--- config.mk ---
export PLATFORM = sky130hd
export DESIGN_NAME = light_ctrl
export DESIGN_NICKNAME = d
export VERILOG_FILES = /design/src/rtl/light_ctrl.sv
export SDC_FILE = /design/constraint.sdc
export NUM_CORES = 1
export LEC_CHECK = 0
export ABC_CLOCK_PERIOD_IN_PS = 6200
export CORE_UTILIZATION = 60
export DETAILED_ROUTE_END_ITERATION = 6
export PLACE_DENSITY = 0.81
export SLEW_MARGIN = 20
export SYNTH_ARGS = -nofsm -noshare
export SYNTH_HDL_FRONTEND = slang
export SYNTH_SLANG_ARGS = --single-unit
--- constraint.sdc ---
create_clock -name clk -period 6.2 [get_ports clk]
set_input_delay 0.62 -clock clk [delete_from_list [all_inputs] [get_ports clk]]
set_output_delay 0.62 -clock clk [all_outputs]
set_load 0.02 [all_outputs]
--- src/rtl/light_ctrl.sv ---
// Range-hood lighting scheduler: arbitrates power, alarm, manual and hood requests
// onto the LED, with a post-hood hold timer and an alarm blink.
//
// state | meaning
// ------+-------------------------------------------------------------
// OFF   | light off, waiting for a manual or hood request
// ON    | light on while manual_sw or hood_run is held
// HOLD  | light on after a hood stop, counting hold_left down to 0
// BLINK | alarm active, LED toggles every BLINK_CYCLES cycles
module light_ctrl #(
    parameter int unsigned TICK_CYCLES  = 100_000_000,
    parameter int unsigned HOLD_S       = 10,
    parameter int unsigned BLINK_CYCLES = 50_000_000
) (
    input  logic       clk,
    input  logic       rst,
    input  logic       power_on,
    input  logic       manual_sw,
    input  logic       hood_run,
    input  logic       alarm,
    output logic       light_led,
    output logic [1:0] light_state,
    output logic [7:0] hold_left
);

    localparam int unsigned TICK_W  = (TICK_CYCLES > 1) ? $clog2(TICK_CYCLES) : 1;
    localparam int unsigned BLINK_W = (BLINK_CYCLES > 1) ? $clog2(BLINK_CYCLES) : 1;

    localparam logic [TICK_W-1:0]  TICK_LAST  = TICK_W'(TICK_CYCLES - 1);
    localparam logic [TICK_W-1:0]  TICK_ONE   = TICK_W'(1);
    localparam logic [BLINK_W-1:0] BLINK_LAST = BLINK_W'(BLINK_CYCLES - 1);
    localparam logic [BLINK_W-1:0] BLINK_ONE  = BLINK_W'(1);
    localparam logic [7:0]         HOLD_LOAD  = 8'(HOLD_S);
    localparam bit                 HOLD_EN    = (HOLD_S != 0);

    typedef enum logic [1:0] {
        ST_OFF   = 2'd0,
        ST_ON    = 2'd1,
        ST_HOLD  = 2'd2,
        ST_BLINK = 2'd3
    } state_t;

    state_t             state, state_nxt;
    logic               led, led_nxt;
    logic [7:0]         hold_cnt, hold_nxt;
    logic [TICK_W-1:0]  tick_cnt, tick_nxt;
    logic [BLINK_W-1:0] blink_cnt, blink_nxt;
    logic               hood_run_d;
    logic               request;
    logic               hood_stop;

    assign request   = manual_sw | hood_run;
    assign hood_stop = hood_run_d & ~hood_run;

    always_ff @(posedge clk) begin
        if (!rst) begin
            state      <= ST_OFF;
            led        <= 1'b0;
            hold_cnt   <= 8'd0;
            tick_cnt   <= '0;
            blink_cnt  <= '0;
            hood_run_d <= 1'b0;
        end else begin
            state      <= state_nxt;
            led        <= led_nxt;
            hold_cnt   <= hold_nxt;
            tick_cnt   <= tick_nxt;
            blink_cnt  <= blink_nxt;
            hood_run_d <= hood_run;
        end
    end

    always_comb begin
        state_nxt = state;
        led_nxt   = led;
        hold_nxt  = hold_cnt;
        tick_nxt  = '0;
        blink_nxt = '0;

        if (!power_on) begin
            state_nxt = ST_OFF;
        end else if (alarm) begin
            state_nxt = ST_BLINK;
            if (state != ST_BLINK) begin
                led_nxt = 1'b1;
            end else if (blink_cnt == BLINK_LAST) begin
                led_nxt = ~led;
            end else begin
                blink_nxt = blink_cnt + BLINK_ONE;
            end
        end else begin
            case (state)
                ST_OFF: begin
                    if (request) state_nxt = ST_ON;
                end
                ST_ON: begin
                    // only a hood stop earns the hold; a manual release goes dark
                    if (!request) begin
                        if (hood_stop && HOLD_EN) begin
                            state_nxt = ST_HOLD;
                            hold_nxt  = HOLD_LOAD;
                        end else begin
                            state_nxt = ST_OFF;
                        end
                    end
                end
                ST_HOLD: begin
                    if (request) begin
                        state_nxt = ST_ON;
                    end else if (tick_cnt == TICK_LAST) begin
                        if (hold_cnt <= 8'd1) state_nxt = ST_OFF;
                        else                  hold_nxt  = hold_cnt - 8'd1;
                    end else begin
                        tick_nxt = tick_cnt + TICK_ONE;
                    end
                end
                ST_BLINK: begin
                    state_nxt = request ? ST_ON : ST_OFF;
                end
                default: state_nxt = ST_OFF;
            endcase
        end

        // hold_left and the steady LED level follow directly from the next state
        if (state_nxt != ST_HOLD)  hold_nxt = 8'd0;
        if (state_nxt != ST_BLINK) led_nxt  = (state_nxt != ST_OFF);
    end

    assign light_state = state;
    assign light_led   = led;
    assign hold_left   = hold_cnt;

endmodule

==> metrics, run 1 <==
Resize count post-CTS 0; hold depth 1; hold path start tick_cnt[0]; type of origin of the critical path input pin; hold crit path type reg2reg; Synth cell types 50; Power Dens Cells 226.2 mW/mm²; Hold EP tick_cnt[0]; Rel. slew slack 0.3432; share of flip-flops with an asynchronous set or reset 0; share of post-route cells with drive strength above 1 0.09561; CP peak stage delay 0.73 ns; critical path required time 6.47 ns; Synthesis Warnings 0; PortBufs 16; Max Cap Viol 0; Syn Inst Count 364; Cell Area, Synth 0.003132 mm²; row count 25; number of synthesized flops with an enable pin 0; Fmax 0.3697 GHz; Fillers 379; die height 74.25 µm; setup tns final 0 ns; wire per inst 12.88 µm; DRC Markers 0; slew at the pin closest to its max-slew limit 0.9825 ns; Yosys reg bits 65; Crit. End Element register; CTS max path bufs 2; GP Congestion 0.8582; Worst R2R Start blink_cnt[0]; Congestion Overflow GR 0; Initial DRC Count 75; Starting Density 0.6418; Die Area 0.005512 mm²; cts bufs inserted 9; core utilization of the finished layout 0.7259; Seq/Total Area, Yosys 0.4155; clock sink count 65; H-Tree Depth 3; vias in the first global route 2376; Hold-fix buffers, CTS 0; IO Pins 17; Final WS setup 3.495 ns; multi-input logic area 0.001738 mm²; VDD IR-drop max 0.1956 mV; mean area per synthesized cell 8.604 µm²; crit-path cells clkdlybuf4s50_1 > or4b_4 > nor2_1 > nand3_1 > nor2_1; LEAKAGE 1.069 nW; CTS tree built; Net count, final 392; Final Routed Wirelength 5846 µm; Arrival @ worst endpoint 2.97 ns; Crit Path Category in2reg; Root Buffer clkbuf_8; critical path peak fanout 27; Pre-antenna DRT Iters 5; Storage cell area 0.001301 mm²; final setup vio count 0; Crit-path slowest cell nand3_1; Synth Flop Type dfxtp_1; Final Skew 0.008833 ns; GRT Overall Usage 0.2421; clock period minus worst slack 2.705 ns; Layout area overhead 13.10%; Die Width 74.25 µm; post-route antenna net violation count 0; largest net degree at the start of global routing 28; initial antenna violation count 0; R2R Setup Slk 3.85 ns; RSZ-0062 raised after global routing false; Total Power 0.8014 mW; Worst Reg-to-Reg Cells 5; Post-CTS Setup Inserts 0; CP top delay family simple AND/OR/NAND/NOR gates; r2r endpoint blink_cnt[18]; core area 0.004880 mm²; global-route wire length before repair 10120 µm; Net Count, Synth 374; Worst-Skew Late Latency 0.35 ns; Vias/cell 5.619; fin. max-slew vios 0; setup slack at placement 3.121 ns; placed cells 438; outcome finished clean; Final Hold Fails 0; vias 2551; Final Instance Count excl. Fillers 454; hpwl dp 4071 µm; Tcrit/Tclk final 0.4362; clk slew on worst S/H paths 0.07 ns; Bufs and invs on worst path 1; crit-path most repeated cell nor2_1; diode count 0
[cells in the final DEF, fill, tap and decap left out, types with 2 or more instances in the layout]
cell             count
nor4_1               9
inv_1               13
clkdlybuf4s50_1     16
nand4b_1             3
and4_1               7
nand4_1              9
dfxtp_1             65
nor2b_1              2
a21oi_1              5
o31ai_1              4
nand3_1             26
and2_1               2
or3_1                3
or4_1                4
clkbuf_8            10
clkinv_2             2
nor4_2               2
o21ai_0              2
nor3_1              16
nand3b_1             4
or4_4                2
nand2_1             20
xor2_1              25
ha_1                 4
and3_1               6
nor2_1              70
or2_2                3
xnor2_1             25
[cells in the mapped netlist, types with 2 or more instances]
cell       n  area [µm²]
nor4_2     2       25.02
and2_1     2       12.51
or4_4      2       22.52
nand4b_1   3       26.28
nor2_1    70       262.8
or4_1      4       30.03
o21ai_0    2       10.01
ha_1       4       50.05
o31ai_1    4       30.03
or3_1      3       18.77
and3_1     6       37.54
xnor2_1   25       219.0
a21oi_1    5       25.02
and4_1     7       61.31
or2_2      3       18.77
nor2b_1    2       12.51
nand3b_1   4       30.03
dfxtp_1   65        1301
nand2_1   20       75.07
nor3_1    16       80.08
inv_1     13       48.80
nor4_1     9       56.30
clkbuf_1   5       18.77
nand4_1    9       56.30
nand3_1   26       130.1
xor2_1    25       219.0
buf_2      5       25.02
[per-stage QoR]
stage	hold WS, ns	cell area (µm²)
finish	0.4454	3542
global route	0.4607	3542
CTS	0.4507	3542
detailed placement	0.4349	3339
global placement	0.4266	3339
floorplan	0.4175	3132
[area by class of cell]
| class | count | area share |
|---|---|---|
| inverter | 13 | 0.01378 |
| timing repair buffer | 17 | 0.04733 |
| clock buffer | 10 | 0.03886 |
| tap | 67 | 0.02367 |
| multi-input combinational | 276 | 0.4906 |
| sequential | 65 | 0.3674 |
| clock inverter | 6 | 0.01837 |
[registers in the layout, summed over array words and instances, names as in the netlist]
signal       count
blink_cnt       26
hold_left        8
hood_run_d       1
light_led        1
light_state      2
tick_cnt        27
[worst max path at each step]
stage                     startpoint      endpoint  slack [ns]  depth (start not counted)
after floorplan                alarm  hold_left[6]        4.11                          4
after global placement         alarm   tick_cnt[5]        3.21                          5
after detailed placement       alarm  tick_cnt[23]        3.12                          5
after CTS                   hood_run  tick_cnt[25]        3.51                          5
after global routing        hood_run  tick_cnt[18]        3.33                          5
final                          alarm  tick_cnt[25]        3.50                          5
[cells by family after synthesis]
logic type / share of synthesized area
AO/OA/AOI/OAI: 0.04195
XOR/XNOR: 0.1398
adder cells (fa/ha/maj): 0.01598
buffers and inverters: 0.02956
flip-flops: 0.4155
multiplexers: 0.004793
AND/OR/NAND/NOR: 0.3524
[where the power goes]
part | switching [mW] | leakage (nW) | internal (mW)
combinational | 0.00878 | 0.442 | 0.00863
clock | 0.167 | 0.103 | 0.197
sequential | 0.00130 | 0.524 | 0.419
total | 0.177 | 1.07 | 0.624
[worst reg2reg max path: cells and delay by family (launching register included)]
kind | cells | cell delay (ns)
fa+ha+maj | 1 | 0.27
flops | 1 | 0.40
simple gates | 4 | 1.54
[per-layer routing]
metal	global-route usage	share of wire
met1	0.2897	0.48
met2	0.3960	0.46
met3	0.08672	0.039
met4	0.1006	0.017
met5	0	0
Note: power is estimated with default switching activity, not from simulation.
==> inputs of run 2 (changes only) <==
--- a/config.mk
+++ b/config.mk
@@ -5,10 +5,10 @@
 export SDC_FILE = /design/constraint.sdc
 export NUM_CORES = 1
 export LEC_CHECK = 0
-export ABC_CLOCK_PERIOD_IN_PS = 6200
-export CORE_UTILIZATION = 60
+export ABC_CLOCK_PERIOD_IN_PS = 2260
+export CORE_UTILIZATION = 53
 export DETAILED_ROUTE_END_ITERATION = 6
-export PLACE_DENSITY = 0.81
+export PLACE_DENSITY = 0.76
 export SLEW_MARGIN = 20
 export SYNTH_ARGS = -nofsm -noshare
 export SYNTH_HDL_FRONTEND = slang
==> constraint.sdc (replaced) <==
create_clock -name clk -period 2.26 [get_ports clk]
set_input_delay 0.226 -clock clk [delete_from_list [all_inputs] [get_ports clk]]
set_output_delay 0.226 -clock clk [all_outputs]
set_load 0.02 [all_outputs]
==> run 2 against run 1 <==
Compared with the run above:
- combinational power rose to 3.2 times the previous value
- routed wire length up 5.5%
- design area up 1.8%
- critical endpoint is now hold_left[0]
- largest power group unchanged
- final cell count up 3.1%
- register-to-register slack worse by 3.7 ns
- highest routed layer unchanged
- clock skew up 0.00050 ns
- non-clock buffer count up 9
==> metrics, run 2 (synthesis gave the netlist of run 1 again) <==
initial antenna violation count 0 (unchanged); Largest Register tick_cnt; core utilization of the finished layout 0.6432 (-0.08266); hold path start tick_cnt[0]; final setup vio count 0 (unchanged); GP Congestion 0.8445 (-1.6%); VDD IR-drop max 0.4668 mV (+140%); Crit Path Category reg2reg; post-route antenna net violation count 0 (unchanged); CTS tree built; Arrival @ worst endpoint 2.39 ns (-0.58 ns); share of post-route cells with drive strength above 1 0.1162 (+0.02055); clock sink count 65 (unchanged); core area 0.005608 mm² (+15%); Worst-Skew Late Latency 0.35 ns (about the same); Final WS setup 0.1616 ns (-3.334 ns); Initial DRC Count 143 (+91%); minimum hold slack 0.4583 ns (+0.01292 ns); Final Instance Count excl. Fillers 468 (+3.1%); diode count 0 (unchanged); cts bufs inserted 9 (unchanged); die height 78.87 µm (+6.2%); setup tns final 0 ns (unchanged); Die Width 78.87 µm (+6.2%); vias 2581 (+1.2%); Tcrit/Tclk final 0.9285; sw power 0.4949 mW (+180%); setup slack at placement 0.02868 ns (-3.092 ns); power share of the sequential group 0.528 (+0.004); Die Area 0.006220 mm² (+13%); Fmax 0.4766 GHz; CP peak stage delay 0.59 ns (-0.14 ns); DRC Markers 0 (unchanged); IO Pins 17 (unchanged); Internal 1.687 mW (+170%); placed cells 452 (+3.2%); Worst R2R Start hold_left[2]; Final Routed Wirelength 6167 µm (+5.5%); Resize count post-CTS 0 (unchanged); type of origin of the critical path register; GRT Overall Usage 0.2216 (-0.02047); clock share of power 0.447 (-0.007); crit-path most repeated cell or4_4; critical path required time 2.55 ns (-3.92 ns); Max Cap Viol 0 (unchanged); global-route wire length before repair 10800 µm (+6.8%); Starting Density 0.5585 (-0.08334); PortBufs 16 (unchanged); Post-CTS Setup Inserts 0 (unchanged); clock period minus worst slack 2.098 ns; CTS max path bufs 2 (unchanged); clk slew on worst S/H paths 0.07 ns (about the same); crit-path cells or4_4 > or4_4 > nand4_2 > mux2_4 > nor2_2; most common cell after layout, fill and taps aside nor2_1; RSZ-0062 raised after global routing false; wire per inst 13.18 µm (+2.3%); Congestion Overflow GR 0 (unchanged); LEAKAGE 1.108 nW (+3.7%); Rel. slew slack 0.5913 (+0.2481); Layout area overhead 15.18%; fin. max-slew vios 0 (unchanged); CP top delay family simple AND/OR/NAND/NOR gates; hold crit path type reg2reg; most frequent cells in the layout nor2_1, dfxtp_1, nand3_1; Crit. End Element register; row count 27 (+8.0%); Pre-antenna DRT Iters 4 (-1); Crit-path slowest cell or4_4; Power Dens Cells 604.8 mW/mm² (+170%); outcome finished clean; critical path peak fanout 7 (-74%); largest net degree at the start of global routing 28 (unchanged); Net count, final 401 (+2.3%); Root Buffer clkbuf_8; slew at the pin closest to its max-slew limit 0.5976 ns (-0.3849 ns); Final Hold Fails 0 (unchanged); Largest register FFs 27 (unchanged); combinational power share 0.025 (+0.003); vias in the first global route 2442 (+2.8%); hpwl dp 4159 µm (+2.2%); switching part of the total 0.2268 (+0.005828); Bufs and invs on worst path 0 (-1); H-Tree Depth 3 (unchanged); start point of the critical path hold_left[2]; Final Skew 0.009334 ns (+0.0005006 ns); Hold-fix buffers, CTS 0 (unchanged); Vias/cell 5.515 (-1.9%)
-- run 2: cell types whose count changed in the layout (fill, tap and decap cells not counted), sizes merged --
| cell | before | now |
|---|---|---|
| buf | 1 | 10 |
| clkinv | 3 | 4 |
| clkbuf | 10 | 9 |
-- run 2: final cells by class --
cell class,count,area [µm²]
clock inverters,7,70.07
fillers,473,2001
inverters,13,48.80
flip-flops and latches,65,1301
multi-input cells,276,1738
well taps,72,90.09
repair buffers,26,235.2
clock buffers,9,123.9
-- run 2: metrics by stage --
stage | power (mW) | area (µm²)
floorplan | 1.203 | 3132
global placement | 1.233 | 3413
detailed placement | 1.233 | 3413
CTS | 2.206 | 3607
global route | 2.259 | 3607
finish | 2.182 | 3607
-- run 2: worst register-to-register path: cells and delay by family (launching register included) --
kind	cells	cell delay (ns)
flip-flops	1	0.36
multiplexers	1	0.31
AND/OR/NAND/NOR	4	1.37
-- run 2: power by group through the flow --
stage	Clock, mW	Sequential (mW)	Combinational [mW]
floorplan	0	1.18	0.0216
global placement	0	1.18	0.0546
detailed placement	0	1.18	0.0549
CTS	0.999	1.15	0.0556
global route	1.05	1.15	0.0599
finish	0.974	1.15	0.0556
-- run 2: worst paths after layout --
check / to / slack (ns) / depth (start not counted)
worst min-delay path: tick_cnt[0] / 0.46 / 1
worst max register to register: hold_left[0] / 0.16 / 5
worst min register to register: tick_cnt[0] / 0.46 / 1
worst max-delay path: hold_left[0] / 0.16 / 5
-- run 2: routing by layer --
metal	GRT usage	part of all wire	vias up
met5	0	0	-
met1	0.2869	0.50	1196
met2	0.3374	0.43	54
met4	0.1255	0.021	0
li1	-	-	1320
met3	0.05287	0.045	11
